$ cat src/rtl/enc_pkg.sv
// enc_pkg: shared quadrature-decoder types, constants and the A/B transition decoder.
package enc_pkg;
  typedef logic [1:0] quad_state_t;
  typedef enum logic [1:0] {STEP_NONE, STEP_UP, STEP_DOWN, STEP_ILLEGAL} step_t;
  localparam int DEG_PER_REV = 360;
  localparam int ANGLE_W = 12;
  // CW order on {A,B} is 00->01->11->10->00; every other change of both bits is illegal
  function automatic step_t quad_decode(input quad_state_t prev, input quad_state_t cur);
    quad_state_t cw;
    quad_state_t ccw;
    cw = {prev[0], ~prev[1]};
    ccw = {~prev[0], prev[1]};
    return (cur == prev) ? STEP_NONE : (cur == cw) ? STEP_UP : (cur == ccw) ? STEP_DOWN : STEP_ILLEGAL;
  endfunction
endpackage

$ cat src/rtl/quad_encoder_angle_if.sv
// quad_encoder_angle_if: encoder pins in, display-side angle/strobe/status out.
interface quad_encoder_angle_if;
  import enc_pkg::*;
  logic enc_a;
  logic enc_b;
  logic enc_z;
  logic [ANGLE_W-1:0] angle;
  logic write;
  logic dir;
  logic quad_err;
  modport master (output enc_a, enc_b, enc_z, input angle, write, dir, quad_err);
  modport slave (input enc_a, enc_b, enc_z, output angle, write, dir, quad_err);
endinterface

$ cat src/rtl/enc_input_filter.sv
// enc_input_filter: synchroniser chain plus a level filter needing FILTER_CYCLES equal samples.
module enc_input_filter #(
  parameter int SYNC_STAGES = 2,
  parameter int FILTER_CYCLES = 4
) (
  input  logic clk,
  input  logic rst,
  input  logic i_pin,
  output logic o_level
);
  localparam int CNT_W = $clog2(FILTER_CYCLES + 1);
  logic [SYNC_STAGES-1:0] r_sync;
  logic [CNT_W-1:0] r_cnt;
  logic r_level;
  logic w_synced;
  logic w_accept;
  assign w_synced = r_sync[SYNC_STAGES-1];
  assign w_accept = (w_synced != r_level) && (r_cnt == CNT_W'(FILTER_CYCLES - 1));
  assign o_level = r_level;
  always_ff @(posedge clk)
    if (rst) begin
      r_sync <= '0;
      r_cnt <= '0;
      r_level <= 1'b0;
    end else begin
      r_sync <= SYNC_STAGES'({r_sync, i_pin});
      r_cnt <= (w_synced == r_level || w_accept) ? '0 : r_cnt + 1'b1;
      r_level <= w_accept ? w_synced : r_level;
    end
endmodule

$ cat src/rtl/quad_encoder_angle.sv
// quad_encoder_angle: x4 quadrature decode, exact fractional scaling to 0..359 degrees,
// index zeroing and a periodic write strobe carrying an angle snapshot.
module quad_encoder_angle
  import enc_pkg::*;
#(
  parameter int CLK_HZ = 50_000_000,
  parameter int UPDATE_HZ = 30,
  parameter int COUNTS_PER_REV = 1440,
  parameter int SYNC_STAGES = 2,
  parameter int FILTER_CYCLES = 4
) (
  input logic clk,
  input logic rst,
  quad_encoder_angle_if.slave bus
);
  localparam int UPDATE_DIV = CLK_HZ / UPDATE_HZ;
  localparam int DIV_W = (UPDATE_DIV > 1) ? $clog2(UPDATE_DIV) : 1;
  localparam int FRAC_W = $clog2(COUNTS_PER_REV + DEG_PER_REV);
  localparam int LIVE_W = 9;
  localparam logic [LIVE_W-1:0] DEG_MAX = LIVE_W'(DEG_PER_REV - 1);
  logic w_a;
  logic w_b;
  logic w_z;
  quad_state_t w_ab;
  step_t w_step;
  logic w_idx;
  logic w_tc;
  logic w_up_wrap;
  logic w_dn_wrap;
  logic [FRAC_W-1:0] w_up_sum;
  logic [FRAC_W-1:0] w_frac_nxt;
  logic [LIVE_W-1:0] w_live_inc;
  logic [LIVE_W-1:0] w_live_dec;
  logic [LIVE_W-1:0] w_live_nxt;
  quad_state_t r_prev;
  logic r_primed;
  logic r_z_d;
  logic [FRAC_W-1:0] r_frac;
  logic [LIVE_W-1:0] r_live;
  logic [LIVE_W-1:0] r_angle;
  logic [DIV_W-1:0] r_div;
  logic r_write;
  logic r_dir;
  logic r_err;
  enc_input_filter #(.SYNC_STAGES(SYNC_STAGES), .FILTER_CYCLES(FILTER_CYCLES)) u_flt_a (
    .clk(clk), .rst(rst), .i_pin(bus.enc_a), .o_level(w_a)
  );
  enc_input_filter #(.SYNC_STAGES(SYNC_STAGES), .FILTER_CYCLES(FILTER_CYCLES)) u_flt_b (
    .clk(clk), .rst(rst), .i_pin(bus.enc_b), .o_level(w_b)
  );
  enc_input_filter #(.SYNC_STAGES(SYNC_STAGES), .FILTER_CYCLES(FILTER_CYCLES)) u_flt_z (
    .clk(clk), .rst(rst), .i_pin(bus.enc_z), .o_level(w_z)
  );
  // Each count adds 360/CPR degree: accumulate 360 per count in units of 1/CPR degree
  always_comb begin
    w_ab = {w_a, w_b};
    w_step = r_primed ? quad_decode(r_prev, w_ab) : STEP_NONE;
    w_idx = w_z & ~r_z_d;
    w_tc = r_div == DIV_W'(UPDATE_DIV - 1);
    w_up_sum = r_frac + FRAC_W'(DEG_PER_REV);
    w_up_wrap = w_up_sum >= FRAC_W'(COUNTS_PER_REV);
    w_dn_wrap = r_frac < FRAC_W'(DEG_PER_REV);
    w_live_inc = (r_live == DEG_MAX) ? '0 : r_live + 1'b1;
    w_live_dec = (r_live == '0) ? DEG_MAX : r_live - 1'b1;
    w_frac_nxt = w_idx ? '0 :
                 (w_step == STEP_UP) ? (w_up_wrap ? w_up_sum - FRAC_W'(COUNTS_PER_REV) : w_up_sum) :
                 (w_step == STEP_DOWN) ? (w_dn_wrap ? r_frac + FRAC_W'(COUNTS_PER_REV - DEG_PER_REV)
                                                    : r_frac - FRAC_W'(DEG_PER_REV)) :
                 r_frac;
    w_live_nxt = w_idx ? '0 :
                 (w_step == STEP_UP && w_up_wrap) ? w_live_inc :
                 (w_step == STEP_DOWN && w_dn_wrap) ? w_live_dec :
                 r_live;
  end
  always_ff @(posedge clk)
    if (rst) begin
      r_prev <= '0;
      r_primed <= 1'b0;
      r_z_d <= 1'b0;
      r_frac <= '0;
      r_live <= '0;
      r_angle <= '0;
      r_div <= '0;
      r_write <= 1'b0;
      r_dir <= 1'b0;
      r_err <= 1'b0;
    end else begin
      r_prev <= w_ab;
      r_primed <= 1'b1;
      r_z_d <= w_z;
      r_frac <= w_frac_nxt;
      r_live <= w_live_nxt;
      r_dir <= (w_step == STEP_UP) ? 1'b1 : (w_step == STEP_DOWN) ? 1'b0 : r_dir;
      r_err <= r_err | (w_step == STEP_ILLEGAL);
      r_div <= w_tc ? '0 : r_div + 1'b1;
      r_write <= w_tc;
      r_angle <= w_tc ? w_live_nxt : r_angle;
    end
  assign bus.angle = ANGLE_W'(r_angle);
  assign bus.write = r_write;
  assign bus.dir = r_dir;
  assign bus.quad_err = r_err;
endmodule
$ cat src/flat_wrapper.sv
// flat-port wrapper written by rule: the top's interface ports become plain ports
module quad_encoder_angle_flat import enc_pkg::*;
#(
  parameter int CLK_HZ = 50_000_000,
  parameter int UPDATE_HZ = 30,
  parameter int COUNTS_PER_REV = 1440,
  parameter int SYNC_STAGES = 2,
  parameter int FILTER_CYCLES = 4
)
  (clk, rst, bus_enc_a, bus_enc_b, bus_enc_z, bus_angle, bus_write, bus_dir, bus_quad_err);
  quad_encoder_angle_if bus_i ();
  input logic clk;
  input logic rst;
  input wire logic [$bits(bus_i.enc_a)-1:0] bus_enc_a;
  input wire logic [$bits(bus_i.enc_b)-1:0] bus_enc_b;
  input wire logic [$bits(bus_i.enc_z)-1:0] bus_enc_z;
  output wire logic [$bits(bus_i.angle)-1:0] bus_angle;
  output wire logic [$bits(bus_i.write)-1:0] bus_write;
  output wire logic [$bits(bus_i.dir)-1:0] bus_dir;
  output wire logic [$bits(bus_i.quad_err)-1:0] bus_quad_err;
  assign bus_i.enc_a = bus_enc_a;
  assign bus_i.enc_b = bus_enc_b;
  assign bus_i.enc_z = bus_enc_z;
  assign bus_angle = bus_i.angle;
  assign bus_write = bus_i.write;
  assign bus_dir = bus_i.dir;
  assign bus_quad_err = bus_i.quad_err;
  quad_encoder_angle #(.CLK_HZ(CLK_HZ), .UPDATE_HZ(UPDATE_HZ), .COUNTS_PER_REV(COUNTS_PER_REV), .SYNC_STAGES(SYNC_STAGES), .FILTER_CYCLES(FILTER_CYCLES)) u_core (.clk(clk), .rst(rst), .bus(bus_i));
endmodule
$ cat config.mk
export PLATFORM = sky130hd
export DESIGN_NAME = quad_encoder_angle_flat
export DESIGN_NICKNAME = d
export VERILOG_FILES = /design/src/rtl/enc_pkg.sv /design/src/rtl/quad_encoder_angle_if.sv /design/src/rtl/enc_input_filter.sv /design/src/rtl/quad_encoder_angle.sv /design/src/flat_wrapper.sv
export SDC_FILE = /design/constraint.sdc
export NUM_CORES = 1
export LEC_CHECK = 0
export BUFFER_PORTS_ARGS = -buffer_cell sky130_fd_sc_hd__clkbuf_2
export CELL_PAD_IN_SITES_DETAIL_PLACEMENT = 0
export CELL_PAD_IN_SITES_GLOBAL_PLACEMENT = 1
export CORE_ASPECT_RATIO = 2
export CORE_MARGIN = 2
export CORE_UTILIZATION = 30
export CTS_CLUSTER_DIAMETER = 40
export DETAILED_ROUTE_END_ITERATION = 16
export GPL_TIMING_DRIVEN = 1
export PLACE_DENSITY_LB_ADDON = 0.12
export SLEW_MARGIN = 25
export SYNTH_ARGS = -nofsm -noshare
export SYNTH_HDL_FRONTEND = slang
export SYNTH_SLANG_ARGS = --single-unit
export TNS_END_PERCENT = 10
$ cat constraint.sdc
create_clock -name clk -period 2.47 [get_ports clk]
set_input_delay 0.494 -clock clk [delete_from_list [all_inputs] [get_ports clk]]
set_output_delay 0.494 -clock clk [all_outputs]
set_load 0.02 [all_outputs]
==> qor.yml <==
outcome:
  status: "finished clean"
floorplanning:
  die_width_microns: 85.5
  boundaryPins: 20
  rows: 59
  die_h_microns: 167
  start_util_pct: 30.7
  core_area_sq_um: 13000
  die_area_sq_um: 14300
layout:
  fin_nets: 555
  num_antenna_cells: 0
  layout_common_cells: "dfxtp_1, nor2_1, buf_4"
  drive_gt1_share_pct: 22.5
  area_growth_pct: 24.4
  final_common_cell: "dfxtp_1"
  utilization_pct: 38.2
  n_fill_cell: 1370
hold_path:
  min_to: "u_core.u_flt_z.r_sync[0]"
  hp-class: "in2reg"
  hold_path.startpoint: "bus_enc_z"
  min_path_cells: 2
place:
  portBuffers: 16
  gp_congestion: 0.788
  dpl_worst_slack_ns: -0.116
  hpwl_mm: 7.52
pwr:
  p_total_uw: 2570
  ir_drop_mv: 0.374
  power.leakage_uw: 0.00201
  powerDensity_nw_per_um2: 517
logic_synthesis:
  ys_ff_latch: 72
  asyncSetResetFlopFracSynth_pct: 0
  synth_area_leader_cell: "dfxtp_1"
  synth_edf_count: 0
  synthTopCellsByArea: "dfxtp_1, nor2_1, ha_1"
  synth_ff_type: "dfxtp_1"
  synth-seq-area-share_pct: 36.1
  yosysWarnings: 0
  avgSynthCellArea_sq_um: 8.22
  netlist.area_leader.share_pct: 36.1
  synth_cells: 485
  synthesis.area_sq_um: 3990
  ys_types: 64
sta:
  skew_ns: 0.00829
  period_minus_slack_ns: 2.46
  rsz0062_at_grt: "true"
  finalCritPeriodShare_pct: 99.7
  setup_slack_ns: 0.00710
  maxSlewViolCount: 0
  setup_viol: 0
  slew_headroom_pct: 41.3
  hold_viol: 0
  worstMarginPinSlew_ns: 0.878
  max_freq_ghz: 0.406
cts:
  cts_buffers: 9
  root_buffer: "clkbuf_16"
  clockBufferDepth: 2
  cts.sink_count: 72
  clk_latency_ns: 0.34
  clk_pin_slew_ns: 0.06
  hold_buffers: 0
  cts_tree: "done"
  htree_levels: 3
setup_path:
  reg2reg_from: "u_core.r_frac[3]"
  setup.worst_path.class: "reg2reg"
  worstPathArrival_ns: 2.73
  endpoint_kind: "register"
  cp_data_required_time_ns: 2.74
  reg2reg_depth: 13
  regToRegSetupSlack_ns: 0.007
  worstPathMaxFanout: 5
  r2r_end: "u_core.r_angle[7]"
  startpoint_type: "register"
global_route:
  grt_max_degree: 22
  grt_use_total_pct: 14.5
  antenna_found_initial: 0
  grt_pass1_vias: 3439
  overflow: 0
  grt_pass1_wl_mm: 16.5
route:
  firstDrtPassIters: 6
  drc_errors: 0
  wl_per_cell_microns: 14.3
  via_count: 3444
  routed_wl_mm: 9.88
  drtAntennaViolNets: 0
  vias_per_cell: 4.99
  drt_iter0_markers: 155
run:
  cap_violations: 0
-- worst max-delay path: stages, from the launching register on --
cell	delay, ns
dfxtp_4	0.38
buf_6	0.12
nand2_4	0.05
a21oi_4	0.17
buf_6	0.13
ha_4	0.14
nand2b_1	0.07
o2bb2ai_2	0.13
a222oi_1	0.33
buf_4	0.19
or3_4	0.15
buf_12	0.13
mux2_4	0.31
o21ai_2	0.10
-- per-stage QoR --
step	instance area, sq um	setup TNS, ns	cells	hold slack (ns)
2_1_floorplan	4050	0	487	0.399
3_3_place_gp	4500	-0.551	669	0.409
3_5_place_dp	4500	-1.27	669	0.413
4_1_cts	4810	-0.149	686	0.351
5_1_grt	4960	-2.57	690	0.381
6_report	4960	0	690	0.364
-- sequential cells by signal, summed over array words and instances, names as in the netlist, 3 cells and up --
name,cells
u_core.u_flt_z.r_cnt,3
u_core.r_live,9
u_core.r_frac,8
u_core.u_flt_a.r_cnt,3
u_core.r_div,21
u_core.r_angle,9
u_core.u_flt_b.r_cnt,3
-- timing repair --
item                                    4_1_cts  5_1_grt
gates cloned                                  0        1
resized for setup                             7       25
pin swaps                                     2       10
setup buffers                                 1        3
endpoints found under the setup margin       18       21
-- worst max-delay path by stage --
stage / from / end / slack (ns) / cells after the start
finish: u_core.r_frac[3] / u_core.r_angle[7] / 0.007 / 13
CTS: u_core.r_frac[3] / u_core.r_angle[7] / -0.04 / 12
floorplan: u_core.r_frac[5] / u_core.r_angle[3] / 0.001 / 13
global route: u_core.r_frac[4] / u_core.r_angle[7] / -0.17 / 13
global placement: u_core.u_flt_b.o_level / u_core.r_live[7] / -0.08 / 10
detailed placement: u_core.r_frac[3] / u_core.r_angle[7] / -0.12 / 12
-- final cells by class --
class / instances / area (sq um) / area share, %
Sequential cell: 72 / 1460 / 29.4
Tap cell: 152 / 190 / 3.83
Timing Repair Buffer: 64 / 482 / 9.71
Multi-Input combinational cell: 358 / 2440 / 49.2
Inverter: 28 / 105 / 2.12
Clock buffer: 9 / 225 / 4.54
Clock inverter: 7 / 62.6 / 1.26
-- metal layers --
metal	GRT usage (%)	part of all wire, %	vias to the layer above
met5	0	0	-
met1	15.3	40	1616
met4	5.31	2.1	0
met3	2.38	2.0	15
li1	-	-	1775
met2	27.8	56	38
-- cells by family after synthesis --
family / share of synthesized area (%)
simple gates: 24.7
compound gates: 14.6
buf+inv: 6.09
mux: 4.96
fa+ha+maj: 5.33
flops: 36.1
xor+xnor: 8.12
other cells: 0.0940
-- cells in the mapped netlist (all sizes together), types with 11 or more instances --
master,count
a21oi,18
clkbuf,19
dfxtp,72
ha,17
inv,28
mux2i,13
nand2,39
nand3,15
nor2,68
nor2b,11
o21ai,23
xnor2,19
xor2,18
-- report_power, final --
| group | switching (uW) | internal, uW | total (uW) |
|---|---|---|---|
| clock network | 565 | 701 | 1270 |
| logic | 60.5 | 47.7 | 108 |
| registers | 20.0 | 1170 | 1190 |
| total | 646 | 1920 | 2570 |
(Power assumes the default switching activity.)
